<file path="config.mk">
export PLATFORM = sky130hd
export DESIGN_NAME = lsu_rmw_flat
export DESIGN_NICKNAME = d
export VERILOG_FILES = /design/src/rtl/lsu_rmw_if.sv /design/src/rtl/lsu_rmw.sv /design/src/flat_wrapper.sv
export SDC_FILE = /design/constraint.sdc
export NUM_CORES = 1
export LEC_CHECK = 0
export BUFFER_PORTS_ARGS = -buffer_cell sky130_fd_sc_hd__clkbuf_2
export CAP_MARGIN = 20
export CORE_UTILIZATION = 58
export DETAILED_ROUTE_END_ITERATION = 10
export PLACE_DENSITY_LB_ADDON = 0.2
export SLEW_MARGIN = 20
export SYNTH_ARGS = -nofsm -noshare
export SYNTH_HDL_FRONTEND = slang
export SYNTH_SLANG_ARGS = --single-unit
</file>
<file path="constraint.sdc">
create_clock -name CLK -period 20.7 [get_ports CLK]
set_clock_uncertainty 0.1 [all_clocks]
set_input_delay 1.035 -clock CLK [delete_from_list [all_inputs] [get_ports CLK]]
set_output_delay 1.035 -clock CLK [all_outputs]
set_load 0.005 [all_outputs]
</file>
<file path="src/rtl/lsu_rmw_if.sv">
// Request/response and memory-side signals of the load/store unit.
//   slave  : the load/store unit itself
//   master : whoever drives requests and supplies memory read data
// Signals: START/WE/SIZE/UNSIGNED/ADDR/WDATA request, BUSY/DONE/ERR/RDATA
// response, MEM_ADDR/MEM_WR/MEM_DIN/MEM_DOUT memory port.
interface lsu_rmw_if #(
    parameter int XLEN   = 64,
    parameter int ADDR_W = 64
);
    logic              START;
    logic              WE;
    logic [1:0]        SIZE;
    logic              UNSIGNED;
    logic [ADDR_W-1:0] ADDR;
    logic [XLEN-1:0]   WDATA;
    logic              BUSY;
    logic              DONE;
    logic              ERR;
    logic [XLEN-1:0]   RDATA;
    logic [ADDR_W-1:0] MEM_ADDR;
    logic              MEM_WR;
    logic [XLEN-1:0]   MEM_DIN;
    logic [XLEN-1:0]   MEM_DOUT;

    modport slave (
        input  START, WE, SIZE, UNSIGNED, ADDR, WDATA, MEM_DOUT,
        output BUSY, DONE, ERR, RDATA, MEM_ADDR, MEM_WR, MEM_DIN
    );

    modport master (
        output START, WE, SIZE, UNSIGNED, ADDR, WDATA, MEM_DOUT,
        input  BUSY, DONE, ERR, RDATA, MEM_ADDR, MEM_WR, MEM_DIN
    );
endinterface

</file>
<file path="src/rtl/lsu_rmw.sv">
// Load/store unit between the ALU output register, register B and a
// word-wide data memory without byte enables. Sub-word stores are done as
// read-modify-write; loads are sign/zero extended; misaligned or illegal
// sizes complete with ERR and no memory access.
// Ports:
//   CLK   - rising-edge clock
//   RESET - asynchronous active-high reset, aborts any access in progress
//   bus   - lsu_rmw_if slave: request handshake, result and memory port
module lsu_rmw #(
    parameter int XLEN    = 64,
    parameter int ADDR_W  = 64,
    parameter int MEM_LAT = 1
) (
    input logic      CLK,
    input logic      RESET,
    lsu_rmw_if.slave bus
);
    localparam int OFF_W = $clog2(XLEN / 8);
    localparam int CNT_W = (MEM_LAT > 1) ? $clog2(MEM_LAT) : 1;
    localparam logic [CNT_W-1:0] CNT_LAST = CNT_W'(MEM_LAT - 1);

    typedef enum logic [2:0] {IDLE, READ, WRITE, DONES, ERRS} state_t;

    state_t            state;
    logic [CNT_W-1:0]  cnt;
    logic              we_q;
    logic              uns_q;
    logic [1:0]        size_q;
    logic [OFF_W-1:0]  off_q;
    logic [XLEN-1:0]   wdata_q;
    logic [XLEN-1:0]   rdata_q;
    logic [XLEN-1:0]   mem_din_q;
    logic [ADDR_W-1:0] mem_addr_q;

    logic [OFF_W-1:0]  off_in;
    logic              legal;
    logic              full;
    logic [OFF_W+2:0]  sh;
    logic [XLEN-1:0]   lane_mask;
    logic [XLEN-1:0]   dshift;
    logic [XLEN-1:0]   load_val;
    logic [XLEN-1:0]   merged;

    assign off_in = bus.ADDR[OFF_W-1:0];
    assign full   = (XLEN == 64) ? (bus.SIZE == 2'b11) : (bus.SIZE == 2'b10);

    always_comb begin
        unique case (bus.SIZE)
            2'b00: legal = 1'b1;
            2'b01: legal = ~off_in[0];
            2'b10: legal = (off_in[1:0] == 2'b00);
            2'b11: legal = (XLEN == 64) && (off_in == '0);
        endcase
    end

    // Byte offset turned into a bit shift; little-endian, lane 0 = [7:0].
    assign sh = {off_q, 3'b000};

    always_comb begin
        unique case (size_q)
            2'b00: lane_mask = XLEN'(8'hFF);
            2'b01: lane_mask = XLEN'(16'hFFFF);
            2'b10: lane_mask = XLEN'(32'hFFFF_FFFF);
            2'b11: lane_mask = '1;
        endcase
    end

    assign dshift = bus.MEM_DOUT >> sh;
    assign merged = (bus.MEM_DOUT & ~(lane_mask << sh)) | ((wdata_q & lane_mask) << sh);

    always_comb begin
        unique case (size_q)
            2'b00:
                if (uns_q) load_val = XLEN'(dshift[7:0]);
                else       load_val = XLEN'($signed(dshift[7:0]));
            2'b01:
                if (uns_q) load_val = XLEN'(dshift[15:0]);
                else       load_val = XLEN'($signed(dshift[15:0]));
            2'b10:
                if (uns_q) load_val = XLEN'(dshift[31:0]);
                else       load_val = XLEN'($signed(dshift[31:0]));
            2'b11: load_val = dshift;
        endcase
    end

    always_ff @(posedge CLK or posedge RESET) begin
        if (RESET) begin
            state      <= IDLE;
            cnt        <= '0;
            we_q       <= 1'b0;
            uns_q      <= 1'b0;
            size_q     <= '0;
            off_q      <= '0;
            wdata_q    <= '0;
            rdata_q    <= '0;
            mem_din_q  <= '0;
            mem_addr_q <= '0;
        end else begin
            unique case (state)
                IDLE: begin
                    if (bus.START) begin
                        we_q       <= bus.WE;
                        uns_q      <= bus.UNSIGNED;
                        size_q     <= bus.SIZE;
                        off_q      <= off_in;
                        wdata_q    <= bus.WDATA;
                        mem_addr_q <= bus.ADDR & ~ADDR_W'(XLEN / 8 - 1);
                        cnt        <= '0;
                        if (!legal) begin
                            state <= ERRS;
                        end else if (bus.WE && full) begin
                            mem_din_q <= bus.WDATA;
                            state     <= WRITE;
                        end else begin
                            state <= READ;
                        end
                    end
                end
                READ: begin
                    if (cnt == CNT_LAST) begin
                        if (we_q) begin
                            mem_din_q <= merged;
                            state     <= WRITE;
                        end else begin
                            rdata_q <= load_val;
                            state   <= DONES;
                        end
                    end else begin
                        cnt <= cnt + CNT_W'(1);
                    end
                end
                WRITE:   state <= DONES;
                DONES:   state <= IDLE;
                ERRS:    state <= IDLE;
                default: state <= IDLE;
            endcase
        end
    end

    // Status and write strobe are pure state decodes so that an asynchronous
    // reset removes MEM_WR at once instead of at the next clock edge.
    assign bus.BUSY     = (state != IDLE);
    assign bus.DONE     = (state == DONES) || (state == ERRS);
    assign bus.ERR      = (state == ERRS);
    assign bus.MEM_WR   = (state == WRITE);
    assign bus.RDATA    = rdata_q;
    assign bus.MEM_ADDR = mem_addr_q;
    assign bus.MEM_DIN  = mem_din_q;
endmodule
</file>
<file path="src/flat_wrapper.sv">
// flat-port wrapper written by rule: the top's interface ports become plain ports
module lsu_rmw_flat 
#(
    parameter int XLEN    = 64,
    parameter int ADDR_W  = 64,
    parameter int MEM_LAT = 1
)
  (CLK, RESET, bus_START, bus_WE, bus_SIZE, bus_UNSIGNED, bus_ADDR, bus_WDATA, bus_MEM_DOUT, bus_BUSY, bus_DONE, bus_ERR, bus_RDATA, bus_MEM_ADDR, bus_MEM_WR, bus_MEM_DIN);
  lsu_rmw_if #(.XLEN(XLEN), .ADDR_W(ADDR_W)) bus_i ();
  input logic CLK;
  input logic RESET;
  input wire logic [$bits(bus_i.START)-1:0] bus_START;
  input wire logic [$bits(bus_i.WE)-1:0] bus_WE;
  input wire logic [$bits(bus_i.SIZE)-1:0] bus_SIZE;
  input wire logic [$bits(bus_i.UNSIGNED)-1:0] bus_UNSIGNED;
  input wire logic [$bits(bus_i.ADDR)-1:0] bus_ADDR;
  input wire logic [$bits(bus_i.WDATA)-1:0] bus_WDATA;
  input wire logic [$bits(bus_i.MEM_DOUT)-1:0] bus_MEM_DOUT;
  output wire logic [$bits(bus_i.BUSY)-1:0] bus_BUSY;
  output wire logic [$bits(bus_i.DONE)-1:0] bus_DONE;
  output wire logic [$bits(bus_i.ERR)-1:0] bus_ERR;
  output wire logic [$bits(bus_i.RDATA)-1:0] bus_RDATA;
  output wire logic [$bits(bus_i.MEM_ADDR)-1:0] bus_MEM_ADDR;
  output wire logic [$bits(bus_i.MEM_WR)-1:0] bus_MEM_WR;
  output wire logic [$bits(bus_i.MEM_DIN)-1:0] bus_MEM_DIN;
  assign bus_i.START = bus_START;
  assign bus_i.WE = bus_WE;
  assign bus_i.SIZE = bus_SIZE;
  assign bus_i.UNSIGNED = bus_UNSIGNED;
  assign bus_i.ADDR = bus_ADDR;
  assign bus_i.WDATA = bus_WDATA;
  assign bus_i.MEM_DOUT = bus_MEM_DOUT;
  assign bus_BUSY = bus_i.BUSY;
  assign bus_DONE = bus_i.DONE;
  assign bus_ERR = bus_i.ERR;
  assign bus_RDATA = bus_i.RDATA;
  assign bus_MEM_ADDR = bus_i.MEM_ADDR;
  assign bus_MEM_WR = bus_i.MEM_WR;
  assign bus_MEM_DIN = bus_i.MEM_DIN;
  lsu_rmw #(.XLEN(XLEN), .ADDR_W(ADDR_W), .MEM_LAT(MEM_LAT)) u_core (.CLK(CLK), .RESET(RESET), .bus(bus_i));
endmodule
</file>
* Yosys cells after proc, flatten, opt, wreduce, memory -nomap -nowiden
Cells that the tools add are included.
** Storage, ports and cells
- Output and inout port bits :: 196
- Input port bits :: 199
- Bits in read-only memories :: 0
- Memories :: 0
- Word-level logic and storage cells :: 71
- Bits in writable memories :: 0
- Bits in registers :: 264
- Latch bits :: 0
** Cells by class
- Add/sub/neg operators :: 1
- $mul :: 0
- Div/mod/pow operators :: 0
- Reductions and logical operators :: 14
- Multiplexer cells :: 21
- Bitwise logic cells :: 7
- $lt $le $gt $ge :: 0
- Shift-type cells :: 3
- Equality and inequality tests :: 15
** Operators with widths (count)
- 64-bit 2-to-1 mux :: 8
- 64-bit one-hot mux with 4 select lines :: 2
- 64-bit AND :: 2
- 64-bit one-hot mux with 2 select lines :: 1
- 64-bit by 6-bit left shift with 64-bit output :: 2
- 64-bit inverter :: 1
- 64-bit bitwise OR :: 1
- 64-bit by 6-bit right shift with 64-bit output :: 1
- 3-bit 2-to-1 mux :: 3
- 3-bit one-hot mux with 3 select lines :: 1
- 2-bit equality test, second input constant :: 4
- 3-bit by 2-bit equality test with 1-bit output, second input constant :: 2
- 2-bit logical NOT :: 3
- 3-bit logical NOT :: 2
- 2-bit by 1-bit != test with 1-bit output, second input constant :: 3
- 2-bit AND reduction :: 3
- 6-bit AND reduction :: 1
- 2-bit by 1-bit equality test with 1-bit output, second input constant :: 2
- 2-bit != test, second input constant :: 2
- 1-bit one-hot mux with 4 select lines :: 1
- 3-bit by 1-bit equality test with 1-bit output, second input constant :: 1
- 3-bit equality test, second input constant :: 1
- 1-bit 2-to-1 mux :: 3
- 1-bit inverter :: 3
- 8 further kinds :: 8

* Depth between registers and ports, before layout
- Word-level depth :: 9
- Mapped depth :: 10
- Mapped depth without buffers :: 5

* Worst setup path before layout
No wires, ideal clock.
- Path kind :: input-to-reg
- Start :: input bus_WE
- End :: register u_core.mem_din_q[40], in the netlist u_core.bus.MEM_DIN[40]
- Stages on the path :: 7
- Setup time :: 121 ps
- Data required time :: 20479 ps
- Arrival :: 2355 ps
- Path slack :: 18124 ps
- Path buffers :: 2
- Cell sequence :: and3_1 a32o_1 nand2_1 buf_2 clkbuf_1 nor2_1 a22o_1
** On the way
- Longest elaborated chain between the ends :: 3
** Ends and longest elaborated chain
- start, declared :: line flat_wrapper.sv:13 : input wire logic [$bits(bus_i.WE)-1:0] bus_WE;
- 1-bit logical AND :: line lsu_rmw.sv:111 : end else if (bus.WE && full) begin
- 2-bit by 1-bit != test with 1-bit output (no line)
- 6-bit AND reduction (no line)
- end signal, assigned :: line lsu_rmw.sv:112 : mem_din_q <= bus.WDATA;
- end signal, assigned :: line lsu_rmw.sv:122 : mem_din_q <= merged;
- end, declared :: line lsu_rmw.sv:32 : logic [XLEN-1:0] mem_din_q;
Every way passes these cells.
A chain may end at the register's enable or synchronous reset.

* Worst setup path in the final report
- Start :: register u_core.off_q[1]
- End :: register u_core.rdata_q[43], in the netlist u_core.bus.RDATA[43]
** On the way
- Longest elaborated chain between the ends :: 3
- Elaborated cells between the ends (all ways) :: 5
- Classes of those cells :: shift (1); mux (4)
** Ends and longest elaborated chain
- start, declared :: line lsu_rmw.sv:29 : logic [OFF_W-1:0] off_q;
- start signal, assigned :: line lsu_rmw.sv:105 : off_q <= off_in;
- 64-bit by 6-bit right shift with 64-bit output (*) :: line lsu_rmw.sv:68 : assign dshift = bus.MEM_DOUT >> sh;
- 64-bit 2-to-1 mux (on tied branches) :: line lsu_rmw.sv:80, lsu_rmw.sv:74, lsu_rmw.sv:77
- 64-bit one-hot mux with 4 select lines (*) :: line lsu_rmw.sv:72 : unique case (size_q)
- end signal, assigned :: line lsu_rmw.sv:125 : rdata_q <= load_val;
- end, declared :: line lsu_rmw.sv:31 : logic [XLEN-1:0] rdata_q;
Every way passes the cells marked *; elsewhere a longest branch is shown, timed or not.

==> run metrics <==
status=complete, no violations; final slew viol count=0; actual slew at the worst max-slew pin=1.01 ns; Mapped Area=0.0146 mm2; WHS Path Cells=2; Wirelength per Cell=23.2 um; Crit Path Category=reg2reg; Crit. Startpoint=u_core.off_q[1]; global-route wire length before repair=80.4 mm; setup total negative slack=0 ns; first-iteration detailed-routing DRC count=2036; fraction of layout cells with a size suffix above 1=25.3%; largest net degree at the start of global routing=132; TritonCTS clock tree=done; DRT antenna net count=0; Seq/Total Area, Yosys=45.1%; fmax=247 MHz; Post-CTS Setup Inserts=0; ys flop type=dfrtp_1; Fill cells=1972; Post-synth EDFFs=0; async set-reset flop share out of synthesis=100%; placed cell area=0.0164 mm2; R2R Path Start=u_core.off_q[1]; hold buffers post-CTS=0; Mapped Cells=1663; Vias/cell=6.29; row count=57; vias in the first global route=13600; critical path required time=21.02 ns; Hold Path Sink=u_core.wdata_q[59]; r2r setup slk=16.65 ns; Die Ht=161 um; Num CTS Buffers=27; clock-pin slew on the worst setup and hold paths=0.07 ns; nets=2160; final setup violation count=0; power density cells=170 mW/mm2; Slew headroom=32.0%; vias post-DR=14500; syn_area_per_cell=8.78 um2; Starting Density=59.5%; post-layout util=70.7%; Sink Count=263; RSZ-0062 raised after global routing=false; HP Start=u_core.wdata_q[59]; Synth Register Bits=263; port bufs=391; Horiz. Die Dim=161 um; gr ovfl total=0; Power Total=0.00295 W; Clock H-tree levels=1; gpl congestion=1.00; Hold Fails Final Rpt=0; Total GRT Usage=40.8%; Area growth syn-to-layout=18.7%; FF-to-FF End=u_core.bus.RDATA[43]; worst skew pair latency=0.55 ns; # DRC=0; Max-Cap Viols=0; total die area=0.0258 mm2; Ys Warns=0; Final period util=19.6%; Final min period=4.05 ns; Clock Path Buffers=3; total core area=0.0245 mm2; crit start category=flip-flop; initial antenna violation count=1; Final Instance Area=0.0173 mm2; FF-to-FF path depth=6; I/O Pins=395; Worst Setup End Kind=flip-flop; largest fanout on the critical path=62; leakage=8.54 nW; Post-CTS Resized=0; Clock Root Buffer=clkbuf_16; WL final=53.5 mm; Worst Hold Class=reg2reg; critical path arrival=4.36 ns; hpwl dp=38.5 mm; Peak VDD IR=0.101 mV; Distinct cells, synth=63; DRT Pass-1 Iters=6
[area by class of cell]
| class | instances | area (um2) | share of cell area (%) |
|---|---|---|---|
| Antenna cell | 2 | 5.00 | 0.0289 |
| Sequential cell | 263 | 6590 | 38.0 |
| Inverter | 5 | 26.3 | 0.152 |
| Multi-Input combinational cell | 1257 | 7320 | 42.2 |
| Tap cell | 324 | 405 | 2.34 |
| Clock inverter | 13 | 174 | 1.00 |
| Timing Repair Buffer | 407 | 2080 | 12.0 |
| Clock buffer | 34 | 742 | 4.28 |
[synthesized netlist by cell type (22+ instances only)]
cell / number / area [um2]
a21oi_1: 74 / 370
a22oi_1: 23 / 173
o22ai_1: 23 / 144
clkbuf_1: 65 / 244
mux2_2: 22 / 248
o21ai_0: 73 / 365
dfrtp_1: 263 / 6580
o22a_1: 42 / 368
mux2i_1: 96 / 961
nor2_1: 107 / 402
nand2_1: 495 / 1860
and2_1: 24 / 150
buf_2: 43 / 215
[flip-flops by register name (all words and copies together), names as in the netlist]
name,flops
u_core.bus.MEM_ADDR,61
u_core.bus.MEM_DIN,64
u_core.bus.RDATA,64
u_core.off_q,3
u_core.size_q,2
u_core.state,3
u_core.uns_q,1
u_core.wdata_q,64
u_core.we_q,1
[how the worst max path moves through the flow]
stage          slack (ns)  cells past startpoint                       to
6_report            16.65                      6     u_core.bus.RDATA[43]
5_1_grt             16.54                      6     u_core.bus.RDATA[43]
3_5_place_dp        16.86                      6     u_core.bus.RDATA[54]
2_1_floorplan       12.32                      1  u_core.bus.MEM_ADDR[10]
3_3_place_gp        16.97                      6     u_core.bus.RDATA[56]
4_1_cts             16.83                      6     u_core.bus.RDATA[43]
[critical path, stage by stage, from the launching register on]
cell	delay, ns
dfrtp_4	0.71
buf_4	0.75
mux2i_1	0.42
a2bb2oi_1	0.29
a211o_1	0.58
o2111ai_4	0.60
o22a_1	0.39
[kinds of logic (layout without fill, tap and decap cells)]
family          after synthesis  count (layout)  synth area share, %
compound gates              414             414                 19.9
mux                         127             127                 9.59
other cells                   1               5               0.0257
simple gates                713             713                 20.4
buf+inv                     145             459                 5.07
flops                       263             263                 45.1
[cell usage in the layout, fill, tap and decap left out, types with 13 or more instances in the layout]
cell type	count
o21ai_0	73
a22o_1	21
nand2_1	493
o22a_1	42
o21ai_1	13
nor3_1	21
clkbuf_2	391
o221ai_1	16
a31oi_1	18
mux2i_1	96
a211oi_1	17
and2_1	23
mux2_2	22
buf_4	16
a221oi_1	19
nor2_1	107
a22oi_1	23
clkbuf_16	27
o22ai_1	23
a21oi_1	74
o31ai_1	19
nand3_1	16
dfrtp_1	260
[routing by layer]
metal / part of all wire, % / global-route usage (%) / wire, um / vias to the layer above
met3: 11 / 8.26 / 5920 / 190
met2: 45 / 63.9 / 24300 / 1002
met1: 38 / 54.3 / 20100 / 6868
met5: 0 / 0 / 0 / -
met4: 5.8 / 20.0 / 3100 / 0
li1: - / - / - / 6442
[through the flow]
stage | std cells | worst slack, ns | hold WS [ns]
after floorplan | 1665 | 12.32 | 0.341
after global placement | 2256 | 16.97 | 0.357
after detailed placement | 2256 | 16.86 | 0.361
after CTS | 2303 | 16.83 | 0.376
after global routing | 2304 | 16.54 | 0.394
final | 2305 | 16.65 | 0.372
[where the power goes]
part | total, W | internal, W | switching [W]
sequential | 0.000983 | 0.000767 | 0.000216
clock | 0.000510 | 0.000302 | 0.000208
combinational | 0.00146 | 0.000569 | 0.000891
(Power assumes the default switching activity.)
